==> src/rtl/fifo_async_circular.sv <==
// -----------------------------------------------------------------------------
// fifo_async_circular
//
// Single-clock circular-buffer FIFO. A DEPTH x WIDTH register array is
// addressed by wrapping write and read pointers. Read data is registered.
// The full and empty flags are decoded combinationally from the registered
// pointers.
//
// Each pointer is $clog2(DEPTH)+1 bits wide. The low bits address the array.
// The MSB is a wrap bit that toggles on every pass around the buffer:
//   empty : pointers identical
//   full  : wrap bits differ, address bits equal
//
// Parameters
//   DEPTH          number of entries (power of two, >= 2)
//   WIDTH          data word width in bits
//
// Ports
//   clk            sole clock, rising edge
//   nrst_in        asynchronous active-low reset (pointers, read data)
//   write_in       push request, accepted when full_out is 0
//   data_write_in  push data
//   read_in        pop request, accepted when empty_out is 0
//   data_read_out  registered pop data, holds until the next accepted pop
//   full_out       FIFO holds DEPTH entries
//   empty_out      FIFO holds no entries
//   count_out      occupancy wptr - rptr (0..DEPTH), present only when
//                  FIFO_ASYNC_CIRCULAR_COUNT_EN is defined
//
// Build option
//   FIFO_ASYNC_CIRCULAR_COUNT_EN  adds the count_out port and its logic.
//
// The storage array is not reset; its contents are undefined after reset.
// -----------------------------------------------------------------------------
module fifo_async_circular #(
  parameter int DEPTH = 16,
  parameter int WIDTH = 8
) (
  input  logic                       clk,
  input  logic                       nrst_in,
  input  logic                       write_in,
  input  logic [WIDTH-1:0]           data_write_in,
  input  logic                       read_in,
  output logic [WIDTH-1:0]           data_read_out,
  output logic                       full_out,
`ifdef FIFO_ASYNC_CIRCULAR_COUNT_EN
  output logic                       empty_out,
  output logic [$clog2(DEPTH):0]     count_out
`else
  output logic                       empty_out
`endif
);

  localparam int AW = $clog2(DEPTH);
  localparam logic [AW:0] PTR_ONE = {{AW{1'b0}}, 1'b1};

  logic [WIDTH-1:0] r_mem [DEPTH];
  logic [AW:0]      r_wptr;
  logic [AW:0]      r_rptr;
  logic [WIDTH-1:0] r_rdata;

  logic             w_full;
  logic             w_empty;
  logic             w_wr_en;
  logic             w_rd_en;
  logic [AW-1:0]    w_waddr;
  logic [AW-1:0]    w_raddr;

  assign w_waddr = r_wptr[AW-1:0];
  assign w_raddr = r_rptr[AW-1:0];

  assign w_empty = (r_wptr == r_rptr);
  assign w_full  = (r_wptr[AW] != r_rptr[AW]) && (w_waddr == w_raddr);

  // Both requests are qualified by the flags from before the edge. A
  // simultaneous push and pop therefore never target the same slot. When
  // the addresses are equal, the FIFO is either empty (pop blocked) or full
  // (push blocked).
  assign w_wr_en = write_in & ~w_full;
  assign w_rd_en = read_in  & ~w_empty;

  // Storage array: written only, never reset
  always_ff @(posedge clk) begin
    if (w_wr_en) begin
      r_mem[w_waddr] <= data_write_in;
    end
  end

  // Pointer registers: each wraps naturally modulo 2*DEPTH
  always_ff @(posedge clk or negedge nrst_in) begin
    if (!nrst_in) begin
      r_wptr <= '0;
      r_rptr <= '0;
    end else begin
      if (w_wr_en) begin
        r_wptr <= r_wptr + PTR_ONE;
      end
      if (w_rd_en) begin
        r_rptr <= r_rptr + PTR_ONE;
      end
    end
  end

  // Registered read data: holds its value when no pop is accepted
  always_ff @(posedge clk or negedge nrst_in) begin
    if (!nrst_in) begin
      r_rdata <= '0;
    end else if (w_rd_en) begin
      r_rdata <= r_mem[w_raddr];
    end
  end

  assign data_read_out = r_rdata;
  assign full_out      = w_full;
  assign empty_out     = w_empty;

`ifdef FIFO_ASYNC_CIRCULAR_COUNT_EN
  // Modular difference of the extended pointers gives 0..DEPTH directly
  assign count_out = r_wptr - r_rptr;
`endif

endmodule

==> config.mk <==
export PLATFORM = sky130hd
export DESIGN_NAME = fifo_async_circular
export DESIGN_NICKNAME = d
export VERILOG_FILES = /design/src/rtl/fifo_async_circular.sv
export SDC_FILE = /design/constraint.sdc
export NUM_CORES = 1
export LEC_CHECK = 0
export CAP_MARGIN = 20
export CORE_ASPECT_RATIO = 0.5
export CORE_MARGIN = 1.5
export CORE_UTILIZATION = 60
export CTS_CLUSTER_SIZE = 20
export DETAILED_ROUTE_END_ITERATION = 12
export GPL_TIMING_DRIVEN = 0
export HOLD_SLACK_MARGIN = 0.1
export PLACE_DENSITY = 0.79
export SYNTH_ARGS = -nofsm -noshare
export SYNTH_HDL_FRONTEND = slang
export SYNTH_SLANG_ARGS = --single-unit
==> constraint.sdc <==
create_clock -name clk -period 2.6 [get_ports clk]
set_input_delay 0.26 -clock clk [delete_from_list [all_inputs] [get_ports clk]]
set_output_delay 0.26 -clock clk [all_outputs]
set_load 0.01 [all_outputs]
==> flow_metrics.py <==
metrics = {
    "global_route": {
        "grt_max_degree": 19,
        "grt_use_total_pct": 26.0,
        "first_global_vias": 3128,
        "grt_pass1_wl_um": 18500,
        "antenna_found_initial": 0,
        "grt_overflow": 0,
    },
    "synthesis": {
        "ys_ff_latch": 146,
        "synth_most_common_cell": "edfxtp_1",
        "syn_nets": 318,
        "synth_cells": 301,
        "synth_common_cells": "edfxtp_1, dfrtp_1, mux2_2",
        "synth_edf_count": 128,
        "synth.avg_cell_area_sq_um": 19.8,
        "ys_async_sr_fraction_pct": 12.3,
        "synth_top_area_share_pct": 64.6,
        "ys_warn_count": 0,
        "yosysUniqueCellTypes": 28,
        "synth.largest_area_cell": "edfxtp_1",
        "netlist_area_sq_um": 5950,
        "synth_area_leaders": "edfxtp_1, dfrtp_1, mux4_1, mux4_2, mux2_2",
        "synth_ff_type": "edfxtp_1",
        "ys_seq_area_share_pct": 72.1,
    },
    "placement": {
        "numPortBuffers": 21,
        "dp_hpwl_um": 7410,
        "place_ws_ns": 0.176,
        "routabilityCongestion": 0.835,
    },
    "setup_path": {
        "crit_path_top_delay_cell": "clkdlybuf4s50_1",
        "r2r-start": "r_rptr[0]",
        "path_cells": "clkbuf_4 -> xnor2_2 -> nand4_4 -> nor2_1 -> clkdlybuf4s50_1",
        "cp-startpoint": "r_rptr[0]",
        "max_stage_delay_ns": 0.56,
        "critPathCaptureType": "output pin",
        "arrival_ns": 2.23,
        "cp.required_ns": 2.34,
        "cp-start-kind": "register",
        "path_class": "reg -> out",
        "crit_path_max_fanout": 10,
    },
    "drt": {
        "firstDrtPassIters": 4,
        "vias_per_cell": 6.27,
        "vias": 3099,
        "drc": 0,
        "postRouteAntennaNets": 0,
        "wl_per_cell_um": 25.0,
        "routed_wl_um": 12300,
        "drtIter0Drc": 278,
    },
    "final_layout": {
        "final_util_pct": 73.8,
        "drive_above_1_share_pct": 20.9,
        "num_antenna_cells": 0,
        "multi_input_area_sq_um": 1600,
        "layout.nets": 363,
        "area_growth_pct": 18.2,
        "final.fill_count": 509,
        "seqCellArea_sq_um": 4290,
    },
    "timing": {
        "fin_worst_skew_ns": 0.00784,
        "setup_total_negative_slack_ns": 0,
        "setup_ws_ns": 0.110,
        "finalCritPeriodShare_pct": 95.8,
        "finalSetupViolCount": 0,
        "tightest_slew_ns": 0.888,
        "slew_headroom_pct": 40.6,
        "rsz0062_at_grt": "false",
        "hold_viol_final": 0,
        "period_needed_ns": 2.49,
        "finalMaxSlewViolations": 0,
        "max_freq_ghz": 0.402,
    },
    "job": {
        "maxCapViolCount": 0,
    },
    "power_and_ir_drop": {
        "p_leak_nw": 2.49,
        "totalPowerFinal_w": 0.00842,
        "power.density_nw_per_um2": 1200,
        "ir_drop_mv": 0.585,
    },
    "clocking": {
        "cts.sinks": 146,
        "cts_buffer_depth": 2,
        "root_buffer": "clkbuf_16",
        "htree_levels": 4,
        "cts_tree": "built",
        "path_clk_slew_ns": 0.06,
        "cts_made_buffers": 17,
        "worst_skew_pair.late_latency_ns": 0.42,
    },
    "floorplan": {
        "ios": 22,
        "die_area_sq_um": 10600,
        "initial_core_util_pct": 62.4,
        "num_rows": 25,
        "fp.dieH_um": 73.4,
        "core_sq_um": 9540,
        "fp.dieW_um": 144,
    },
    "status": {
        "outcome": "finished, final reports clean",
    },
    "min_path": {
        "hold_class": "in -> async",
    },
}
==> cell usage in the layout, fill, tap and decap left out, types with 2 or more instances in the layout <==
cell type	Yosys	routed
buf_2	6	5
mux2_2	18	18
bufinv_16	0	5
edfxtp_1	128	128
mux4_2	11	11
xnor2_1	13	9
nor2_1	4	4
a221oi_1	8	8
clkinv_1	0	4
buf_6	2	2
buf_1	3	3
xnor2_2	0	4
inv_1	3	3
clkbuf_16	0	17
mux2i_1	16	16
buf_4	1	6
clkinv_4	0	2
nor2b_1	5	5
nand2b_1	8	8
clkbuf_1	4	7
dfrtp_1	18	18
and3_1	15	14
mux4_1	13	13
clkdlybuf4s50_1	0	21
a22o_1	8	8
o211ai_1	5	5
ha_1	5	5
==> registers in the layout (all words and copies together), names as in the netlist <==
name and flops:
r_rptr 5, r_wptr 5, r_mem 128, data_read_out 8
==> per-layer routing <==
layer | vias to the layer above | track usage (%) | routed length (um)
li1 | 1321 | - | -
met1 | 1610 | 35.8 | 5180
met2 | 139 | 40.1 | 5850
met3 | 29 | 8.47 | 1010
met4 | 0 | 8.39 | 292
met5 | - | 0 | 0
==> path summary, 6_finish.rpt <==
path	endpoint	slack (ns)	depth (start not counted)
max reg2reg	r_mem[1][4]	0.14	6
min	data_read_out[1]	0.35	1
min in group clk	data_read_out[0]	0.50	1
max	full_out	0.11	5
max in group asynchronous	r_wptr[3]	1.70	1
min reg2reg	data_read_out[0]	0.50	1
==> repair_timing <==
action | CTS | global route
resized for setup | 2 | 5
endpoints found under the setup margin | 2 | 54
hold buffers | 0 | 0
setup buffers | 0 | 4
cloned | 0 | 0
==> worst max-delay path: cells and delay by family, from the launching register on <==
family	cells	cell delay (ns)
buffers and inverters	2	0.81
AND/OR/NAND/NOR	2	0.32
flip-flops	1	0.43
XOR/XNOR	1	0.25
==> area by class of cell <==
type | count | area share [%]
Clock inverter | 12 | 2.67
Timing Repair Buffer | 26 | 3.52
Sequential cell | 146 | 61.0
Buffer | 16 | 1.26
Multi-Input combinational cell | 136 | 22.8
Inverter | 3 | 0.160
Tap cell | 135 | 2.40
Clock buffer | 20 | 6.21
==> where the power goes <==
group	switching, W	internal (W)
sequential	0.000158	0.00292
combinational	0.00145	0.00130
clock	0.000908	0.00169
==> per-stage QoR <==
stage | cells | instance area (sq um) | hold WS, ns
CTS | 490 | 6980 | 0.355
global placement | 457 | 6330 | 0.488
global route | 494 | 7040 | 0.382
detailed placement | 458 | 6340 | 0.495
finish | 494 | 7040 | 0.347
floorplan | 301 | 5950 | -0.0356
==> kinds of logic (layout without fill, tap and decap cells) <==
group                    after synthesis  count (layout)  share of synthesized area [%]
AND/OR/NAND/NOR                       35              35                           3.59
XOR/XNOR                              14              14                           2.06
multiplexers                          58              58                           16.0
AO/OA/AOI/OAI                         24              24                           3.53
flip-flops                           146             146                           72.1
adder cells (fa/ha/maj)                5               5                           1.05
buffers and inverters                 19              77                           1.64
Power figures use the tool's default switching activity.
